### src/rtl/pcie_pkg.sv
// Shared PCIe TX types: the per-lane-group buffer record and virtual-channel indexing.
package pcie_pkg;

    localparam int TX_VC_MAX = 8;

    // One record carries four lanes worth of symbols plus their control-symbol flags.
    typedef struct packed {
        logic [31:0] data;
        logic [3:0]  k;
    } tx_buffer_record;

    typedef logic [$clog2(TX_VC_MAX)-1:0] vc_idx_t;

endpackage

### src/rtl/tx_vc_fifo.sv
// Single virtual-channel circular FIFO with occupancy count, synchronous flush
// and a registered almost-full flag.
module tx_vc_fifo
    import pcie_pkg::*;
#(
    parameter  int DEPTH     = 4,
    parameter  int RECS      = 1,
    parameter  int AF_MARGIN = 1,
    localparam int CW        = $clog2(DEPTH + 1),
    localparam int PW        = $clog2(DEPTH)
) (
    input  logic                        i_clk,
    input  logic                        i_rst_n,
    input  logic                        i_wr_en,
    input  tx_buffer_record [0:RECS-1]  i_wr_data,
    input  logic                        i_rd_en,
    input  logic                        i_flush,
    output tx_buffer_record [0:RECS-1]  o_rd_data,
    output logic                        o_not_full,
    output logic                        o_not_empty,
    output logic                        o_af,
    output logic [CW-1:0]               o_cnt_nxt
);

    logic [PW-1:0]              wr_ptr_r;
    logic [PW-1:0]              rd_ptr_r;
    logic [PW-1:0]              wr_ptr_nxt_s;
    logic [PW-1:0]              rd_ptr_nxt_s;
    logic [CW-1:0]              cnt_r;
    logic [CW-1:0]              cnt_nxt_s;
    logic                       af_r;
    logic                       wr_ok_s;
    logic                       rd_ok_s;
    tx_buffer_record [0:RECS-1] mem_r [DEPTH];

    assign o_not_full  = (cnt_r != CW'(DEPTH));
    assign o_not_empty = (cnt_r != CW'(0));
    // A flush wins over any same-cycle write or pop on this channel.
    assign wr_ok_s     = i_wr_en && o_not_full && !i_flush;
    assign rd_ok_s     = i_rd_en && o_not_empty && !i_flush;
    assign o_rd_data   = mem_r[rd_ptr_r];
    assign o_af        = af_r;
    assign o_cnt_nxt   = cnt_nxt_s;

    // Next-state pointers and occupancy; DEPTH is a power of two so pointers wrap naturally.
    always_comb begin
        wr_ptr_nxt_s = wr_ptr_r;
        rd_ptr_nxt_s = rd_ptr_r;
        cnt_nxt_s    = cnt_r;
        if (i_flush) begin
            wr_ptr_nxt_s = PW'(0);
            rd_ptr_nxt_s = PW'(0);
            cnt_nxt_s    = CW'(0);
        end else begin
            if (wr_ok_s) begin
                wr_ptr_nxt_s = wr_ptr_r + PW'(1);
            end else begin
                wr_ptr_nxt_s = wr_ptr_r;
            end
            if (rd_ok_s) begin
                rd_ptr_nxt_s = rd_ptr_r + PW'(1);
            end else begin
                rd_ptr_nxt_s = rd_ptr_r;
            end
            case ({wr_ok_s, rd_ok_s})
                2'b10:   cnt_nxt_s = cnt_r + CW'(1);
                2'b01:   cnt_nxt_s = cnt_r - CW'(1);
                default: cnt_nxt_s = cnt_r;
            endcase
        end
    end

    // Control state registers.
    always_ff @(posedge i_clk or negedge i_rst_n) begin
        if (!i_rst_n) begin
            wr_ptr_r <= PW'(0);
            rd_ptr_r <= PW'(0);
            cnt_r    <= CW'(0);
            af_r     <= 1'b0;
        end else begin
            wr_ptr_r <= wr_ptr_nxt_s;
            rd_ptr_r <= rd_ptr_nxt_s;
            cnt_r    <= cnt_nxt_s;
            af_r     <= (cnt_nxt_s >= CW'(DEPTH - AF_MARGIN));
        end
    end

    // Payload storage, intentionally left unreset.
    always_ff @(posedge i_clk) begin
        if (wr_ok_s) begin
            mem_r[wr_ptr_r] <= i_wr_data;
        end
    end

endmodule

### src/rtl/tx_vc_buffer.sv
// Multi-VC TX buffer: per-VC FIFOs drained round-robin into one registered valid/ready port.
// Define TX_VC_BUF_ERR_EN to build the sticky {underflow, overflow} error flags on o_err.
module tx_vc_buffer
    import pcie_pkg::*;
#(
    parameter  int DEPTH     = 4,
    parameter  int NUM_LANES = 4,
    parameter  int NUM_VC    = 2,
    parameter  int AF_MARGIN = 1,
    localparam int VCW       = (NUM_VC > 1) ? $clog2(NUM_VC) : 1,
    localparam int RECS      = NUM_LANES / 4
) (
    input  logic                        i_clk,
    input  logic                        i_rst_n,
    input  logic                        i_wr_valid,
    input  logic [VCW-1:0]              i_wr_vc,
    input  tx_buffer_record [0:RECS-1]  i_wr_data,
    output logic [NUM_VC-1:0]           o_wr_ready,
    output logic [NUM_VC-1:0]           o_throttle,
    input  logic [NUM_VC-1:0]           i_flush,
    output logic                        o_rd_valid,
    output logic [VCW-1:0]              o_rd_vc,
    output tx_buffer_record [0:RECS-1]  o_rd_data,
    input  logic                        i_rd_ready,
    output logic                        o_empty,
    output logic [1:0]                  o_err
);

    localparam int CW = $clog2(DEPTH + 1);

    logic [NUM_VC-1:0]          vc_sel_s;
    logic [NUM_VC-1:0]          wr_en_s;
    logic [NUM_VC-1:0]          rd_en_s;
    logic [NUM_VC-1:0]          not_empty_s;
    logic [NUM_VC-1:0]          elig_s;
    tx_buffer_record [0:RECS-1] fifo_data_s [NUM_VC];
    logic [CW-1:0]              cnt_nxt_s [NUM_VC];

    logic [VCW-1:0]             rr_ptr_r;
    logic [VCW-1:0]             scan_idx_s;
    logic [VCW-1:0]             grant_vc_s;
    logic                       grant_found_s;
    logic                       load_s;
    logic                       fifos_empty_nxt_s;
    logic                       rd_valid_nxt_s;

    logic                       rd_valid_r;
    logic [VCW-1:0]             rd_vc_r;
    tx_buffer_record [0:RECS-1] rd_data_r;
    logic                       empty_r;

    for (genvar v = 0; v < NUM_VC; v++) begin : g_vc
        assign vc_sel_s[v] = (i_wr_vc == VCW'(v));
        assign wr_en_s[v]  = i_wr_valid && vc_sel_s[v];
        assign rd_en_s[v]  = load_s && (grant_vc_s == VCW'(v));

        tx_vc_fifo #(
            .DEPTH     (DEPTH),
            .RECS      (RECS),
            .AF_MARGIN (AF_MARGIN)
        ) u_fifo (
            .i_clk       (i_clk),
            .i_rst_n     (i_rst_n),
            .i_wr_en     (wr_en_s[v]),
            .i_wr_data   (i_wr_data),
            .i_rd_en     (rd_en_s[v]),
            .i_flush     (i_flush[v]),
            .o_rd_data   (fifo_data_s[v]),
            .o_not_full  (o_wr_ready[v]),
            .o_not_empty (not_empty_s[v]),
            .o_af        (o_throttle[v]),
            .o_cnt_nxt   (cnt_nxt_s[v])
        );
    end

    // A channel being flushed this cycle is not offered to the arbiter.
    assign elig_s = not_empty_s & ~i_flush;
    assign load_s = (!rd_valid_r || i_rd_ready) && grant_found_s;

    // Round-robin scan starting just after the last granted channel.
    always_comb begin
        grant_found_s = 1'b0;
        grant_vc_s    = rr_ptr_r;
        scan_idx_s    = rr_ptr_r;
        for (int k = 1; k <= NUM_VC; k++) begin
            scan_idx_s = VCW'((int'(rr_ptr_r) + k) % NUM_VC);
            if (!grant_found_s && elig_s[scan_idx_s]) begin
                grant_found_s = 1'b1;
                grant_vc_s    = scan_idx_s;
            end else begin
                grant_found_s = grant_found_s;
            end
        end
    end

    // Look-ahead of the emptiness of every FIFO and of the output register.
    always_comb begin
        fifos_empty_nxt_s = 1'b1;
        for (int v = 0; v < NUM_VC; v++) begin
            if (cnt_nxt_s[v] != CW'(0)) begin
                fifos_empty_nxt_s = 1'b0;
            end else begin
                fifos_empty_nxt_s = fifos_empty_nxt_s;
            end
        end
        rd_valid_nxt_s = load_s || (rd_valid_r && !i_rd_ready);
    end

    // Output register, arbiter pointer and registered empty flag.
    always_ff @(posedge i_clk or negedge i_rst_n) begin
        if (!i_rst_n) begin
            rd_valid_r <= 1'b0;
            rd_vc_r    <= VCW'(0);
            rd_data_r  <= '0;
            rr_ptr_r   <= VCW'(0);
            empty_r    <= 1'b1;
        end else begin
            empty_r <= fifos_empty_nxt_s && !rd_valid_nxt_s;
            if (load_s) begin
                rd_valid_r <= 1'b1;
                rd_vc_r    <= grant_vc_s;
                rd_data_r  <= fifo_data_s[grant_vc_s];
                rr_ptr_r   <= grant_vc_s;
            end else if (i_rd_ready) begin
                rd_valid_r <= 1'b0;
            end
        end
    end

    assign o_rd_valid = rd_valid_r;
    assign o_rd_vc    = rd_vc_r;
    assign o_rd_data  = rd_data_r;
    assign o_empty    = empty_r;

`ifdef TX_VC_BUF_ERR_EN
    logic       wr_full_s;
    logic       rd_under_s;
    logic [1:0] err_r;

    assign wr_full_s  = i_wr_valid && |(vc_sel_s & ~o_wr_ready);
    assign rd_under_s = i_rd_ready && !rd_valid_r && !(|not_empty_s);

    // Sticky error flags, cleared only by reset.
    always_ff @(posedge i_clk or negedge i_rst_n) begin
        if (!i_rst_n) begin
            err_r <= 2'b00;
        end else begin
            if (wr_full_s) begin
                err_r[0] <= 1'b1;
            end
            if (rd_under_s) begin
                err_r[1] <= 1'b1;
            end
        end
    end

    assign o_err = err_r;
`else
    assign o_err = 2'b00;
`endif

endmodule

### config.mk
export PLATFORM = sky130hd
export DESIGN_NAME = tx_vc_buffer
export DESIGN_NICKNAME = d
export VERILOG_FILES = /design/src/rtl/pcie_pkg.sv /design/src/rtl/tx_vc_fifo.sv /design/src/rtl/tx_vc_buffer.sv
export SDC_FILE = /design/constraint.sdc
export NUM_CORES = 1
export LEC_CHECK = 0
export CORE_MARGIN = 2
export CORE_UTILIZATION = 40
export CTS_CLUSTER_DIAMETER = 120
export DETAILED_ROUTE_END_ITERATION = 10
export SLEW_MARGIN = 20
export SYNTH_ARGS = -nofsm -noshare
export SYNTH_HDL_FRONTEND = slang
export SYNTH_SLANG_ARGS = --single-unit
### constraint.sdc
create_clock -name i_clk -period 2.67 [get_ports i_clk]
set_input_delay 0.534 -clock i_clk [delete_from_list [all_inputs] [get_ports i_clk]]
set_output_delay 0.534 -clock i_clk [all_outputs]
set_load 0.005 [all_outputs]
# == Yosys cells after proc, flatten, opt, wreduce, memory -nomap -nowiden ==
# Memories as Yosys holds them, arrays and structs flattened.
# Index checks and enable logic that the tools add are counted.
# classes
add_sub_neg,10
n_lt_le_gt_ge,5
eq_ne,6
mux,31
bitwise_logic,5
n_reduce_logical,33
# op_table
op,n
$mux 36,3
$logic_and 1x1->1,16
$mux 1,16
$mux 2,8
$pmux 3 s2,2
$reduce_bool 3->1,4
$reduce_bool 2->1,5
$add 2x1->2 const B,4
$add 3x1->3 const B,2
$ge 3x2->1 const B,2
$logic_not 1->1,6
$mux 3,2
$ne 3x3->1 const B,2
$sub 3x1->3 const B,2
$eq 2x1->1 const B,2
$eq 2x2->1 const B,2
$lt 1x2->1 const B,2
$add 1x1->1 const B,2
$and 2x2->2,1
$ge 2x2->1 const B,1
$logic_or 1x1->1,2
$not 1->1,2
$not 1->2,1
$not 2->2,1
# totals
regBits,55
ram_bits,288
input_bits,43
output_inout_bits,45
word_cells,105
memories,2
# mem_list
memory,words,word_bits,read_ports,rd_ports_with_merged_regs,write_ports,line_no,source
g_vc[0].u_fifo.mem_r,4,36,1,0,1,tx_vc_fifo.sv:34,tx_buffer_record [0:RECS-1] mem_r [DEPTH];
g_vc[1].u_fifo.mem_r,4,36,1,0,1,tx_vc_fifo.sv:34,

# == Depth between registers and ports, before layout ==
# depth
ltp_word,19
ltp_mapped,11
depth_no_buf,10

# == Modules after synthesis ==
# Synthesis repeated with hierarchy kept, for this count alone.
# unflattened
cells_unflattened,722
area_unflattened_um2,13853.3
# by_module_without_submodules
mod,n_inst,cells_each,area_each_um2,seq_area_each_um2
tx_vc_fifo (g_vc[1].u_fifo),1,243,5743.0,4524.3
tx_vc_fifo (g_vc[0].u_fifo),1,242,5725.5,4524.3
tx_vc_buffer,1,237,2384.8,977.2

# == Worst setup path after synthesis ==
# OpenSTA, ideal clock, no wires.
# synth_path
path_kind,input-to-reg
from,input port i_rd_ready
to,register g_vc[1].u_fifo.af_r
t_arrival_ps,2677
required_ps,2608
setup_slack_ps,-69
stages,11
cell_sequence,nand2b_1 > or3b_1 > clkbuf_1 > clkbuf_1 > nor2_1 > ha_1 > fa_1 > xnor2_1 > or3_1 > a21oi_1 > or2_2
# synth_rtl
element,line_no,source
start: declaration,tx_vc_buffer.sv:24,"input logic i_rd_ready,"
end signal: assignment,tx_vc_fifo.sv:84,af_r <= (cnt_nxt_s >= CW'(DEPTH - AF_MARGIN));
end: declaration,tx_vc_fifo.sv:31,logic af_r;

# == Final worst setup path ==
# layout_path
from,register g_vc[1].u_fifo.cnt_r[1]
to,register g_vc[1].u_fifo.af_r
# layout_via
elab_chain_len,16
elab_cells_between_ends,26
classes_between,add/sub: 2; order compare: 1; eq/ne: 3; mux: 10; bitwise: 1; reduce/logical: 9
# layout_lines
element,line_no,source
start: declaration,tx_vc_fifo.sv:29,logic [CW-1:0] cnt_r;
start signal: assignment,tx_vc_fifo.sv:83,cnt_r <= cnt_nxt_s;
$reduce_bool 3->1,tx_vc_fifo.sv:37,assign o_not_empty = (cnt_r != CW'(0));
$and 2x2->2,tx_vc_buffer.sv:77,assign elig_s = not_empty_s & ~i_flush;
$mux 1 (not written as such) (2 in series),tx_vc_buffer.sv:87,if (!grant_found_s && elig_s[scan_idx_s]) begin
$mux 1,tx_vc_buffer.sv:87,
$logic_not 1->1,tx_vc_buffer.sv:87,
$logic_and 1x1->1,tx_vc_buffer.sv:87,
$mux 1,tx_vc_buffer.sv:87,
$logic_and 1x1->1,tx_vc_buffer.sv:78,assign load_s = (!rd_valid_r || i_rd_ready) && grant_found_s;
$logic_and 1x1->1,tx_vc_buffer.sv:55,assign rd_en_s[v] = load_s && (grant_vc_s == VCW'(v));
$logic_and 1x1->1 (2 in series),tx_vc_fifo.sv:40,assign rd_ok_s = i_rd_en && o_not_empty && !i_flush;
$eq 2x1->1 or $eq 2x2->1 (tied branches),tx_vc_fifo.sv:65,"case ({wr_ok_s, rd_ok_s})"
$pmux 3 s2 (*),tx_vc_fifo.sv:65,
$mux 3 (*),tx_vc_fifo.sv:50,if (i_flush) begin
$ge 3x2->1 (*),tx_vc_fifo.sv:84,
# Mark *: on every way between the ends. The rest lies on a longest branch, timed or not. The select of a mux whose other input is x is not followed.
# A chain may end at the register's enable or synchronous reset.

==> flow_metrics.env <==
export IMPL_status="complete, no violations"
export IMPL_critPathKind="flop to flop"
export IMPL_wl_per_cell_um=24.13
export IMPL_ys_seq_area_frac=0.7626
export IMPL_p_total_mw=13.49
export IMPL_fin_ws_ps=126.8
export IMPL_timing_fmax_ghz=0.3932
export IMPL_antenna_left=0
export IMPL_p_per_area_mw_per_mm2=845.5
export IMPL_initial_utilization=0.4051
export IMPL_cts_sinks=343
export IMPL_grt_pass1_vias=7000
export IMPL_drv_cap=0
export IMPL_routed_wl_um=29270
export IMPL_gp_congestion=0.7394
export IMPL_synth_area_leader_cell="edfxtp_1"
export IMPL_cp_top_family="simple AND/OR/NAND/NOR gates"
export IMPL_reg2reg_from="g_vc[1].u_fifo.cnt_r[1]$_DFF_PN0_"
export IMPL_cts_buffers=36
export IMPL_tritoncts="yes"
export IMPL_fin_nets=800
export IMPL_fin_crit_ps=2543
export IMPL_ys_ff_latch=343
export IMPL_final_common_cell="edfxtp_1"
export IMPL_pre_cts_ws_ps=-356.5
export IMPL_yosysTopAreaCellShare=0.6578
export IMPL_timing_reg2reg_setup_slack_ps=130
export IMPL_reg2reg_depth=9
export IMPL_netlist_area_mm2=0.01315
export IMPL_yosys_warnings=0
export IMPL_path_max_fanout=3
export IMPL_core_area_mm2=0.03245
export IMPL_synth_area_leaders="edfxtp_1 66%, mux4_2 12%, dfrtp_1 10%"
export IMPL_power_leakage_nw=5.264
export IMPL_critPathSlowestCell="or3b_2"
export IMPL_end_kind="flop"
export IMPL_slew_headroom=0.5636
export IMPL_boundaryPins=88
export IMPL_post_route_period_util=0.9525
export IMPL_vdd_drop_max_mv=0.4238
export IMPL_max_stage_delay_ps=480
export IMPL_grt_max_degree=56
export IMPL_via_per_inst=5.457
export IMPL_htreeDepth=2
export IMPL_io_buffers=85
export IMPL_clkTransAtPathRegs_ps=60
export IMPL_crit_arrival_ps=2920
export IMPL_rsz0062_at_grt="no"
export IMPL_syn_avg_cell_area_um2=21.24
export IMPL_firstDrtPassIters=4
export IMPL_fin_skew_ps=15.30
export IMPL_grt_overflow=0
export IMPL_min_path_type="primary input to asynchronous set/reset pin"
export IMPL_drc=0
export IMPL_start_kind="flop"
export IMPL_fp_row_count=66
export IMPL_cp_buffers_inverters=1
export IMPL_drive_above_1_share=0.2494
export IMPL_hold_viol=0
export IMPL_initialDrtViolationCount=511
export IMPL_hpwlAfterDp_um=15920
export IMPL_final_cell_mix="288 x edfxtp_1, 84 x clkdlybuf4s50_1, 72 x mux4_2"
export IMPL_maxSlewViolCount=0
export IMPL_synth_cell_types=36
export IMPL_worstPathRequired_ps=3050
export IMPL_die_h_um=185.3
export IMPL_grt_pass1_wl_um=44100
export IMPL_path_cells="or3b_2 -> and3_1 -> and2_1 -> inv_1 -> ha_2 -> fa_1 -> mux2i_1 -> nor3_1 -> or2_2"
export IMPL_clock_tree_buffer_depth=3
export IMPL_antenna_found_initial=3
export IMPL_r2r_end="g_vc[1].u_fifo.o_af$_DFF_PN0_"
export IMPL_fp_dieW_um=185.3
export IMPL_setup_viol=0
export IMPL_track_usage=0.1773
export IMPL_dieArea_mm2=0.03433
export IMPL_cts_root_buffer="clkbuf_16"
export IMPL_tightest_slew_ps=654.7
export IMPL_num_vias=6619
export IMPL_synthCells=619
export IMPL_area_delta_synth_final_pct=21.38
export IMPL_clock_latency_ps=510
==> metal layers <==
layer / wire length, um / global-route usage / up-vias
met3: 2007 / 0.03618 / 42
li1: - / - / 2819
met5: 27 / 0 / -
met4: 456 / 0.04254 / 4
met2: 14580 / 0.2952 / 232
met1: 12200 / 0.2407 / 3522
==> cell usage after synthesis (all sizes together) <==
cell type,instances
nor3,6
a221o,36
or3,4
buf,24
dfstp,1
xnor2,4
and3b,1
or3b,3
nor3b,36
edfxtp,288
mux2i,4
and3,9
nor4,1
fa,2
nand2b,1
o311ai,3
xor2,2
clkbuf,19
and2,3
dfrtp,54
nor2,10
ha,10
o41ai,2
a21oi,5
conb,1
inv,11
or2,2
o21ai,4
o221ai,1
mux4,72
==> repair_timing <==
action	CTS	global route
buffers inserted	0	2
setup endpoints to repair	0	2
resized for setup	0	2
hold buffers	0	0
==> power breakdown <==
| part | switching [mW] | internal [mW] |
|---|---|---|
| registers | 0.292 | 6.20 |
| logic | 1.03 | 1.36 |
| clock network | 1.95 | 2.66 |
| total | 3.27 | 10.2 |
==> sequential cells by signal, summed over array words and instances, names as in the netlist <==
signal	cells
g_vc.u_fifo.mem_r	288
o_rd_data	36
g_vc.u_fifo.cnt_r	6
g_vc.u_fifo.rd_ptr_r	4
g_vc.u_fifo.wr_ptr_r	4
g_vc.u_fifo.o_af	2
o_empty	1
o_rd_valid	1
o_rd_vc	1
==> cell type report <==
class,count,area (um2)
fill,2609,16500
sequential,343,10030
multi-input combinational,223,2878
timing repair buffer,130,1371
clock buffer,46,969.7
tap,442,553.0
clock inverter,17,108.9
inverter,11,41.29
antenna,1,2.502
==> stage by stage <==
| step | setup TNS [ps] | utilization | hold WS (ps) | instances | instance area (um2) |
|---|---|---|---|---|---|
| 3_5_place_dp | -1424 | 0.4578 | 503.1 | 1147 | 14860 |
| 2_1_floorplan | 0 | - | 238.4 | 620 | 13150 |
| 4_1_cts | 0 | 0.4910 | 49.27 | 1210 | 15940 |
| 3_3_place_gp | -666.6 | 0.4578 | 503.9 | 1147 | 14860 |
| 6_report | 0 | 0.4917 | 58.01 | 1213 | 15960 |
| 5_1_grt | 0 | 0.4916 | 84.07 | 1212 | 15950 |
==> worst reg2reg max path, cell delays in order (launching register included) <==
cell and delay, ps:
dfrtp_1 390, or3b_2 480, and3_1 220, and2_1 160
inv_1 50, ha_2 190, fa_1 400, mux2i_1 200
nor3_1 60, or2_2 270
==> logic make-up (layout without fill, tap and decap cells) <==
| kind of cell | after synthesis | after routing | share of synthesized area |
|---|---|---|---|
| flip-flops | 343 | 343 | 0.7626 |
| XOR/XNOR | 6 | 6 | 0.003997 |
| multiplexers | 76 | 76 | 0.1264 |
| AND/OR/NAND/NOR | 76 | 76 | 0.03807 |
| buffers and inverters | 54 | 204 | 0.02065 |
| AO/OA/AOI/OAI | 51 | 51 | 0.03541 |
| other | 1 | 3 | 0.0002853 |
| adder cells (fa/ha/maj) | 12 | 12 | 0.01256 |
==> worst max path at each step <==
stage / from / end / slack (ps) / cells past startpoint
floorplan: i_flush[1] / g_vc[0].u_fifo.o_af$_DFF_PN0_ / 3 / 10
global placement: i_rd_ready / g_vc[1].u_fifo.o_af$_DFF_PN0_ / -280 / 9
detailed placement: i_rd_ready / g_vc[1].u_fifo.o_af$_DFF_PN0_ / -360 / 9
CTS: g_vc[1].u_fifo.cnt_r[1]$_DFF_PN0_ / g_vc[1].u_fifo.o_af$_DFF_PN0_ / 70 / 9
global route: g_vc[0].u_fifo.cnt_r[2]$_DFF_PN0_ / g_vc[0].u_fifo.o_af$_DFF_PN0_ / 4 / 9
finish: g_vc[1].u_fifo.cnt_r[1]$_DFF_PN0_ / g_vc[1].u_fifo.o_af$_DFF_PN0_ / 130 / 9
Power figures use the tool's default switching activity.
